==> src/rtl/id_ex_stage.sv <==
// ID/EX pipeline register with EX/MEM and MEM/WB operand forwarding,
// load-use hazard detection and bubble insertion; feeds the ALU directly.
// Ports: clk/rst_n; id_* decoded instruction; stall_in/flush controls;
//        exmem_*/memwb_* forwarding sources; hazard_stall to fetch/decode;
//        alu_a/alu_b/alu_ctrl/store_data and ex_* registered controls out.
module id_ex_stage #(
  parameter int data_width = 32,
  parameter int addr_width = 5
) (
  input  logic                  clk,
  input  logic                  rst_n,
  input  logic                  id_valid,
  input  logic [addr_width-1:0] id_rs1_addr,
  input  logic [addr_width-1:0] id_rs2_addr,
  input  logic [data_width-1:0] id_rs1_data,
  input  logic [data_width-1:0] id_rs2_data,
  input  logic [data_width-1:0] id_imm,
  input  logic                  id_use_imm,
  input  logic [3:0]            id_aluctrl,
  input  logic [addr_width-1:0] id_rd_addr,
  input  logic                  id_reg_write,
  input  logic                  id_mem_read,
  input  logic                  id_mem_write,
  input  logic                  stall_in,
  input  logic                  flush,
  input  logic [addr_width-1:0] exmem_rd_addr,
  input  logic                  exmem_reg_write,
  input  logic [data_width-1:0] exmem_result,
  input  logic [addr_width-1:0] memwb_rd_addr,
  input  logic                  memwb_reg_write,
  input  logic [data_width-1:0] memwb_result,
  output logic                  hazard_stall,
  output logic [data_width-1:0] alu_a,
  output logic [data_width-1:0] alu_b,
  output logic [3:0]            alu_ctrl,
  output logic [data_width-1:0] store_data,
  output logic                  ex_valid,
  output logic                  ex_reg_write,
  output logic                  ex_mem_read,
  output logic                  ex_mem_write,
  output logic [addr_width-1:0] ex_rd_addr
);

  typedef struct packed {
    logic                  valid;
    logic [addr_width-1:0] rs1;
    logic [addr_width-1:0] rs2;
    logic [data_width-1:0] rs1_data;
    logic [data_width-1:0] rs2_data;
    logic [data_width-1:0] imm;
    logic                  use_imm;
    logic [3:0]            ctrl;
    logic [addr_width-1:0] rd;
    logic                  reg_write;
    logic                  mem_read;
    logic                  mem_write;
  } id_ex_t;

  id_ex_t q;
  id_ex_t d;

  always_comb begin
    d           = '0;
    d.valid     = 1'b1;
    d.rs1       = id_rs1_addr;
    d.rs2       = id_rs2_addr;
    d.rs1_data  = id_rs1_data;
    d.rs2_data  = id_rs2_data;
    d.imm       = id_imm;
    d.use_imm   = id_use_imm;
    d.ctrl      = id_aluctrl;
    d.rd        = id_rd_addr;
    d.reg_write = id_reg_write;
    d.mem_read  = id_mem_read;
    d.mem_write = id_mem_write;
  end

  always_ff @(posedge clk or negedge rst_n) begin
    if (!rst_n) begin
      q <= '0;
    end else if (flush) begin
      q <= '0;
    end else if (!stall_in) begin
      if (hazard_stall || !id_valid) begin
        q <= '0;
      end else begin
        q <= d;
      end
    end
  end

  // x0 is never a forwarding target; EX/MEM wins over MEM/WB.
  logic ex_ok;
  logic wb_ok;
  logic ex1;
  logic wb1;
  logic ex2;
  logic wb2;

  assign ex_ok = exmem_reg_write && (exmem_rd_addr != '0);
  assign wb_ok = memwb_reg_write && (memwb_rd_addr != '0);
  assign ex1   = ex_ok && (exmem_rd_addr == q.rs1);
  assign wb1   = wb_ok && (memwb_rd_addr == q.rs1) && !ex1;
  assign ex2   = ex_ok && (exmem_rd_addr == q.rs2);
  assign wb2   = wb_ok && (memwb_rd_addr == q.rs2) && !ex2;

  logic [data_width-1:0] fwd1;
  logic [data_width-1:0] fwd2;

  always_comb begin
    fwd1 = q.rs1_data;
    unique case (1'b1)
      ex1:     fwd1 = exmem_result;
      wb1:     fwd1 = memwb_result;
      default: fwd1 = q.rs1_data;
    endcase
  end

  always_comb begin
    fwd2 = q.rs2_data;
    unique case (1'b1)
      ex2:     fwd2 = exmem_result;
      wb2:     fwd2 = memwb_result;
      default: fwd2 = q.rs2_data;
    endcase
  end

  assign alu_a      = fwd1;
  assign store_data = fwd2;
  assign alu_b      = q.use_imm ? q.imm : fwd2;

  // rs2 only matters to an imm-form op when it is a store's data.
  logic ld_in_ex;
  logic rs1_hit;
  logic rs2_hit;

  assign ld_in_ex = q.valid && q.mem_read && (q.rd != '0);
  assign rs1_hit  = (id_rs1_addr == q.rd);
  assign rs2_hit  = (id_rs2_addr == q.rd)
                  && (!id_use_imm || id_mem_write);

  assign hazard_stall = ld_in_ex && id_valid
                      && (rs1_hit || rs2_hit) && !flush;

  assign ex_valid     = q.valid;
  assign alu_ctrl     = q.valid ? q.ctrl : 4'b0000;
  assign ex_reg_write = q.valid && q.reg_write;
  assign ex_mem_read  = q.valid && q.mem_read;
  assign ex_mem_write = q.valid && q.mem_write;
  assign ex_rd_addr   = q.rd;

endmodule
==> config.mk <==
export PLATFORM = sky130hd
export DESIGN_NAME = id_ex_stage
export DESIGN_NICKNAME = d
export VERILOG_FILES = /design/src/rtl/id_ex_stage.sv
export SDC_FILE = /design/constraint.sdc
export NUM_CORES = 1
export LEC_CHECK = 0
export ABC_AREA = 1
export CORE_UTILIZATION = 45
export CTS_BUF_LIST = sky130_fd_sc_hd__clkbuf_16
export CTS_CLUSTER_SIZE = 40
export DETAILED_ROUTE_END_ITERATION = 10
export DONT_BUFFER_PORTS = 1
export SYNTH_ARGS = -nofsm -noshare
export SYNTH_HDL_FRONTEND = slang
export SYNTH_SLANG_ARGS = --single-unit
export TNS_END_PERCENT = 100
==> constraint.sdc <==
create_clock -name clk -period 1.6 [get_ports clk]
set_input_delay 0.08 -clock clk [delete_from_list [all_inputs] [get_ports clk]]
set_output_delay 0.08 -clock clk [all_outputs]
set_load 0.01 [all_outputs]
==> metrics.md, run 1 <==
| Metric | Value |
|---|---|
| Crit path cell chain | `xnor2_2, nand2_2, nor3_4, buf_12, clkbuf_16, nand3_1, nand3_2, nand2_1, nand2_2` |
| Pwr Density | `~800 mW/mm^2` |
| ANT nets after route | `0` |
| Max-cap violations | `0` |
| Min Tclk post-route | `2220 ps` |
| Syn Inst Count | `about 1,000` |
| Final non-filler cell area | `approximately 0.011 mm^2` |
| CTS HTree Levels | `4` |
| Largest net degree at the start of global routing | `about 120` |
| Leak | `5.76 nW` |
| Initial DRC count | `around 740` |
| Area share of the largest cell type after synthesis | `40.3%` |
| Starting density of the core | `a little under half` |
| # fillers | `1,290` |
| RSZ-0062 raised after global routing | `true` |
| Post-layout util | `a little under 70%` |
| Final Setup Violations | `~210` |
| Most frequent cells in the layout | `nand2_1 (388), nand3_1 (199), dlygate4sd3_1 (119), dfrtp_1 (118), nand3_2 (94)` |
| Area leader, netlist | `dfrtp_1` |
| Failing checks | `hold timing, setup timing` |
| Crit end category | `output pin` |
| Row count | `46` |
| CP Max Fanout | `8` |
| DR WL/cell | `~22 um` |
| HP Class | `in -> async` |
| Crit path largest cell delay | `approximately 450 ps` |
| Via count | `approximately 8,000` |
| CTS tree | `done` |
| Setup Skew | `between 7 and 8 ps` |
| DR pass1 iterations | `5` |
| Commonest non-fill, non-tap cell in the layout | `nand2_1` |
| Nets@finish | `around 1,400` |
| # hold bufs at CTS | `about 120` |
| CP required | `around 1500 ps` |
| Reg clk slew, reported paths | `around 60 ps` |
| Final Max Tran Viols | `0` |
| Slowest CP cell | `dfrtp_2` |
| Crit Reg-Reg Startpoint | `ex_rd_addr[0]` |
| Syn_nets | `~1,200` |
| Average size of a mapped cell | `between 7 and 8 um^2` |
| Placed Area | `between 0.007 and 0.008 mm^2` |
| Die ar. | `between 0.015 and 0.02 mm^2` |
| GRT Residual Overflow | `0` |
| Slew HR | `57.1%` |
| CP Class | `reg -> out` |
| Seq/Total Area, Yosys | `40.3%` |
| Worst Tran Pin Value | `roughly 640 ps` |
| Delay-heaviest family, CP | `simple AND/OR/NAND/NOR gates` |
| Slack of the critical path | `-617 ps` |
| TNS Setup | `-68,710 ps` |
| Final Hold Viols | `120` |
| Clock Path Buffers | `2` |
| Worst VDD drop | `0.726 mV` |
| Maximum clock rate | `about 450 MHz` |
| Later-pin clock latency in the skew report | `420 ps` |
| GP Congestion | `0.839` |
| CP Buf/Inv Count | `2` |
| Vias in the first global route | `between 7,000 and 8,000` |
| Number of distinct library cells after synthesis | `26` |
| Total core area | `roughly 0.016 mm^2` |
| CTS buffer count | `17` |
| Startpoint type of the worst setup path | `flop` |
| Worst setup path startpoint | `q[109]` |
| Final wirelength | `31.4 mm` |
| Vias/cell | `~5.7` |
| Detail Placement HPWL | `approximately 19 mm` |
| Sink Count | `120` |
| Share of cells above drive strength 1 | `a little over a quarter` |
| Synthesized area | `0.00745 mm^2` |
| Layout area overhead | `48.8%` |
| Antenna violations before repair | `1` |
| Die width | `around 130 um` |
| Die Ht | `between 100 and 150 um` |
| Most used cell, CP | `nand2_2` |
| Root Driver | `clkbuf_16` |
| R2R setup slack | `-210 ps` |
| # DRC | `0` |
| Status | `complete, but fails checks` |
| Top post-synthesis cells by area | `dfrtp_1 (40%), nand2_1 (22%), nand3_1 (18%)` |
| Total track usage | `between 30% and 40%` |
| WP data arrival | `roughly 2100 ps` |
| I/O Pins | `just over 300` |
| Final hold slack | `-658 ps` |
| First-pass GRT wire length | `about 43 mm` |
| Ys Warns | `0` |
| Port-buffer cells | `0` |
| Count of state elements after synthesis | `120` |
| Final period util | `139%` |
metal layers:
layer,GRT usage (%),up-vias,share of wire [%]
met5,0,-,0
met4,14.8,0,3.3
met3,8.96,79,11
met2,52.1,546,46
met1,45.5,3845,40
li1,-,3694,-
registers in the layout (all words and copies together), names as in the netlist:
| register | flops |
|---|---|
| ex_rd_addr | 5 |
| ex_valid | 1 |
| q | 114 |
final cells by class:
cell class / instances / area, um^2 / area share (%)
inverter: 32 / 138 / 1.24
timing repair buffer: 208 / 2390 / 21.6
antenna: 1 / 2.50 / 0.0226
clock inverter: 15 / 226 / 2.04
multi-input combinational: 812 / 4620 / 41.7
clock buffer: 17 / 425 / 3.84
tap: 216 / 270 / 2.44
sequential: 120 / 3010 / 27.1
cell usage after synthesis (all sizes together):
| library cell | n |
|---|---|
| nand2 | 443 |
| nand3 | 317 |
| dfrtp | 120 |
| buf | 50 |
| clkbuf | 32 |
| inv | 32 |
| nor2 | 19 |
| xnor2 | 11 |
| xor2 | 11 |
| nor3 | 3 |
| nand3b | 2 |
| a21oi | 1 |
| nand4 | 1 |
| nor2b | 1 |
| o2111ai | 1 |
| o21ai | 1 |
| or2 | 1 |
metrics by stage:
stage	setup WS, ps	instances	hold WS [ps]	total power [mW]
after global placement	-123	1246	-214	4.12
after CTS	-587	1406	-670	8.76
after global routing	-689	1421	-674	9.06
final	-617	1421	-658	8.81
after detailed placement	-142	1246	-214	4.13
after floorplan	67.9	1046	-216	3.84
path summary, 6_finish.rpt:
| kind | endpoint | depth (start not counted) |
|---|---|---|
| setup / recovery | alu_b[5] | 9 |
| hold / removal | q[42] | 0 |
| setup reg to reg | q[82] | 9 |
| hold reg to reg | q[94] | 2 |
| max in group asynchronous | q[83] | 0 |
| min in group clk | ex_rd_addr[0] | 4 |
cell families (layout without fill, tap and decap cells):
kind of cell / after synthesis / in the layout / synth area share (%)
buf+inv: 114 / 272 / 8.31
other cells: 0 / 1 / 0
xor+xnor: 22 / 22 / 2.59
compound gates: 3 / 3 / 0.252
flops: 120 / 120 / 40.3
simple gates: 787 / 787 / 48.5
power breakdown:
part / leakage [nW] / switching, mW / internal, mW
combinational: 3.81 / 0.707 / 0.580
clock: 0.315 / 1.52 / 2.77
sequential: 1.63 / 0.0877 / 3.15
worst reg2reg max path, stage by stage (launching register included):
cell and delay (ps):
dfrtp_1 420, or2_1 250, a21oi_2 190, nand4_1 130, nand2_2 100, nand2_4 80
buf_12 160, clkbuf_16 210, nand3_2 110, nand2_1 60
repair_timing:
item / in CTS / in global routing
buffers inserted: 4 / 7
gates cloned: 5 / 7
pin swaps: 20 / 37
resized for setup: 149 / 67
endpoints found under the hold margin: 239 / 120
endpoints found under the setup margin: 124 / 217
No activity file was read; power rests on OpenSTA's default activity.
==> inputs of run 2 (changes only) <==
==> constraint.sdc (replaced) <==
create_clock -name clk -period 2 [get_ports clk]
set_input_delay 0.1 -clock clk [delete_from_list [all_inputs] [get_ports clk]]
set_output_delay 0.1 -clock clk [all_outputs]
set_load 0.01 [all_outputs]
==> run 2 against run 1 <==
Net effect: the run still ends with hold timing, setup timing left; via count up 3.1%; clock-buffer cell count unchanged; utilization up 1.2 points; flip-flop and latch count unchanged; cell count down 0.56%; die area unchanged; wire length up 7.3%; critical path type unchanged; critical endpoint is now alu_b[23]; highest routed layer unchanged.
==> metrics.md, run 2 (synthesized netlist as in run 1, its figures left out) <==
| Metric | Value |
|---|---|
| Initial DRC count | `782 (+6.3%)` |
| Slack of the critical path | `-294 ps (+322 ps)` |
| Placed Area | `0.00773 mm^2 (-2.3%)` |
| Startpoint type of the worst setup path | `flop` |
| CTS buffer count | `17 (unchanged)` |
| Final hold slack | `-650 ps (+7.48 ps)` |
| Most frequent cells in the layout | `nand2_1 (365), nand3_1 (200), dlygate4sd3_1 (119), dfrtp_1 (115), nand3_2 (88)` |
| R2R setup slack | `180 ps (+390 ps)` |
| Layout area overhead | `51.3%` |
| ANT nets after route | `0 (unchanged)` |
| Net switching power | `1.98 mW (-14%)` |
| DR WL/cell | `23.8 um (+7.9%)` |
| I/O Pins | `310 (unchanged)` |
| # hold bufs at CTS | `119 (unchanged)` |
| Reg clk slew, reported paths | `70 ps (about the same)` |
| Comb pwr share | `14.8% (+0.2 points)` |
| Sink Count | `120 (unchanged)` |
| Status | `complete, but fails checks` |
| Final Setup Violations | `96 (-55%)` |
| Crit end category | `output pin` |
| Final period util | `115%` |
| HP Class | `in -> async` |
| CTS HTree Levels | `4 (unchanged)` |
| Clock Path Buffers | `2 (unchanged)` |
| Die Ht | `131 um (unchanged)` |
| Maximum clock rate | `about 440 MHz` |
| Diodes inserted | `0 (-1)` |
| Max-cap violations | `0 (unchanged)` |
| Worst Tran Pin Value | `505 ps (-138 ps)` |
| Share of cells above drive strength 1 | `28.0% (+1.9 points)` |
| Via count | `8,421 (+3.1%)` |
| Reg with most FFs | `q` |
| Starting density of the core | `46.6% (unchanged)` |
| FF/Latch Area | `0.00301 mm^2 (+0.13%)` |
| First-pass GRT wire length | `43.3 mm (+1.1%)` |
| Max FFs per register | `114 (unchanged)` |
| # DRC | `0 (unchanged)` |
| Port-buffer cells | `0 (unchanged)` |
| GRT Residual Overflow | `0 (unchanged)` |
| Largest net degree at the start of global routing | `121 (unchanged)` |
| Clock Power Share | `48.5% (about the same)` |
| Leak | `5.83 nW (+1.2%)` |
| CP Class | `reg -> out` |
| Worst R2R Path Depth | `8 (-1)` |
| Area of the multi-input gates | `0.00482 mm^2 (+4.2%)` |
| Overall Power | `7.10 mW (-19%)` |
| Final Max Tran Viols | `0 (unchanged)` |
| Crit Reg-Reg Startpoint | `ex_rd_addr[0]` |
| Post-layout util | `70.4% (+1.2 points)` |
| Pwr Density | `630 mW/mm^2 (-21%)` |
| Total track usage | `34.6% (+0.55 points)` |
| Failing checks | `hold timing, setup timing` |
| Root Driver | `clkbuf_16` |
| RSZ-0062 raised after global routing | `true` |
| Final non-filler cell area | `0.0113 mm^2 (+1.7%)` |
| # fillers | `1,254 (-2.8%)` |
| Int Pwr | `5.12 mW (-21%)` |
| Detail Placement HPWL | `18.5 mm (-1.0%)` |
| CP required | `1900 ps (+380 ps)` |
| CP Max Fanout | `16 (+8)` |
| Worst VDD drop | `0.632 mV (-13%)` |
| Sw Share | `27.9% (+1.7 points)` |
| Slew HR | `66.3% (+9.2 points)` |
| Total core area | `0.0160 mm^2 (unchanged)` |
| Reg2reg end | `q[36]` |
| Vias/cell | `5.96 (+3.7%)` |
| Row count | `46 (unchanged)` |
| Sequential share of power | `36.6% (-0.2 points)` |
| CTS tree | `done` |
| Antenna violations before repair | `0 (-1)` |
| Final Hold Viols | `120 (unchanged)` |
| Final wirelength | `33.7 mm (+7.3%)` |
| Setup Skew | `7.47 ps (+0.278 ps)` |
| Min Tclk post-route | `approximately 2300 ps` |
| Die width | `131 um (unchanged)` |
| Die ar. | `0.0171 mm^2 (unchanged)` |
| DR pass1 iterations | `6 (+1)` |
| Commonest non-fill, non-tap cell in the layout | `nand2_1` |
| Nets@finish | `1,384 (-0.50%)` |
| GP Congestion | `0.860 (+2.5%)` |
| Later-pin clock latency in the skew report | `440 ps (+20 ps)` |
| WP data arrival | `2190 ps (+50 ps)` |
| Vias in the first global route | `7,595 (-1.1%)` |
## run 2: cell count changes in the layout (fill, tap and decap cells not counted), sizes merged
cell	before	now
inv	33	38
clkinvlp	2	0
bufinv	5	4
clkbuf	22	30
clkinv	7	5
bufbuf	0	2
buf	84	67
diode	1	0
## run 2: per-stage QoR
step,setup WS (ps),TNS (ps),std cells
final,-294,-18340,1413
after global routing,-376,-25290,1413
after CTS,-209,-10120,1393
after detailed placement,191,0,1232
after global placement,221,0,1232
after floorplan,448,0,1046
## run 2: per-layer routing
metal / global-route usage [%] / wire length, um / up-vias
li1: - / - / 3673
met2: 52.5 / 15400 / 592
met5: 0 / 0 / -
met3: 10.7 / 4070 / 101
met4: 13.3 / 1210 / 0
met1: 46.3 / 13000 / 4055
## run 2: final cells by class
cell class / instances / area share (%)
tap: 216 / 2.40
clock buffer: 17 / 3.78
multi-input combinational: 812 / 42.7
inverter: 32 / 1.33
clock inverter: 15 / 1.92
sequential: 120 / 26.7
timing repair buffer: 201 / 21.1
## run 2: power groups by stage
stage	Clock, mW	Sequential, mW	Combinational, mW
2_1_floorplan	0	2.61	0.463
4_1_cts	3.44	2.59	0.905
3_5_place_dp	0	2.63	0.651
3_3_place_gp	0	2.63	0.643
5_1_grt	3.54	2.61	1.12
6_report	3.45	2.60	1.05
## run 2: worst max-delay path, cell delays in order, from the launching register on
cell     delay (ps)
dfrtp_1         440
inv_2            70
nand2_1          80
nand2_1          70
nor2_2          120
nand3_2         110
nor2_4          220
buf_12          190
nand3_1          90
nand3_2         150
nand2_1         100
nand2_2         110
## run 2: worst max-delay path by stage
stage                start   endpoint  slack (ps)  depth (start not counted)
finish              q[110]  alu_b[23]        -290                         11
global route        q[111]  alu_b[23]        -380                         11
CTS                 q[110]   alu_b[8]        -210                         11
detailed placement  q[112]   alu_b[8]         190                          8
global placement    q[110]   alu_b[8]         220                         11
floorplan           q[109]   alu_b[0]         450                          9
## run 2: what timing repair did
| action | 4_1_cts | 5_1_grt |
|---|---|---|
| cloned | 5 | 16 |
| setup buffers | 5 | 4 |
| endpoints found under the hold margin | 239 | 120 |
| pin swaps | 8 | 32 |
| endpoints found under the setup margin | 97 | 135 |
| gates resized for setup | 90 | 171 |
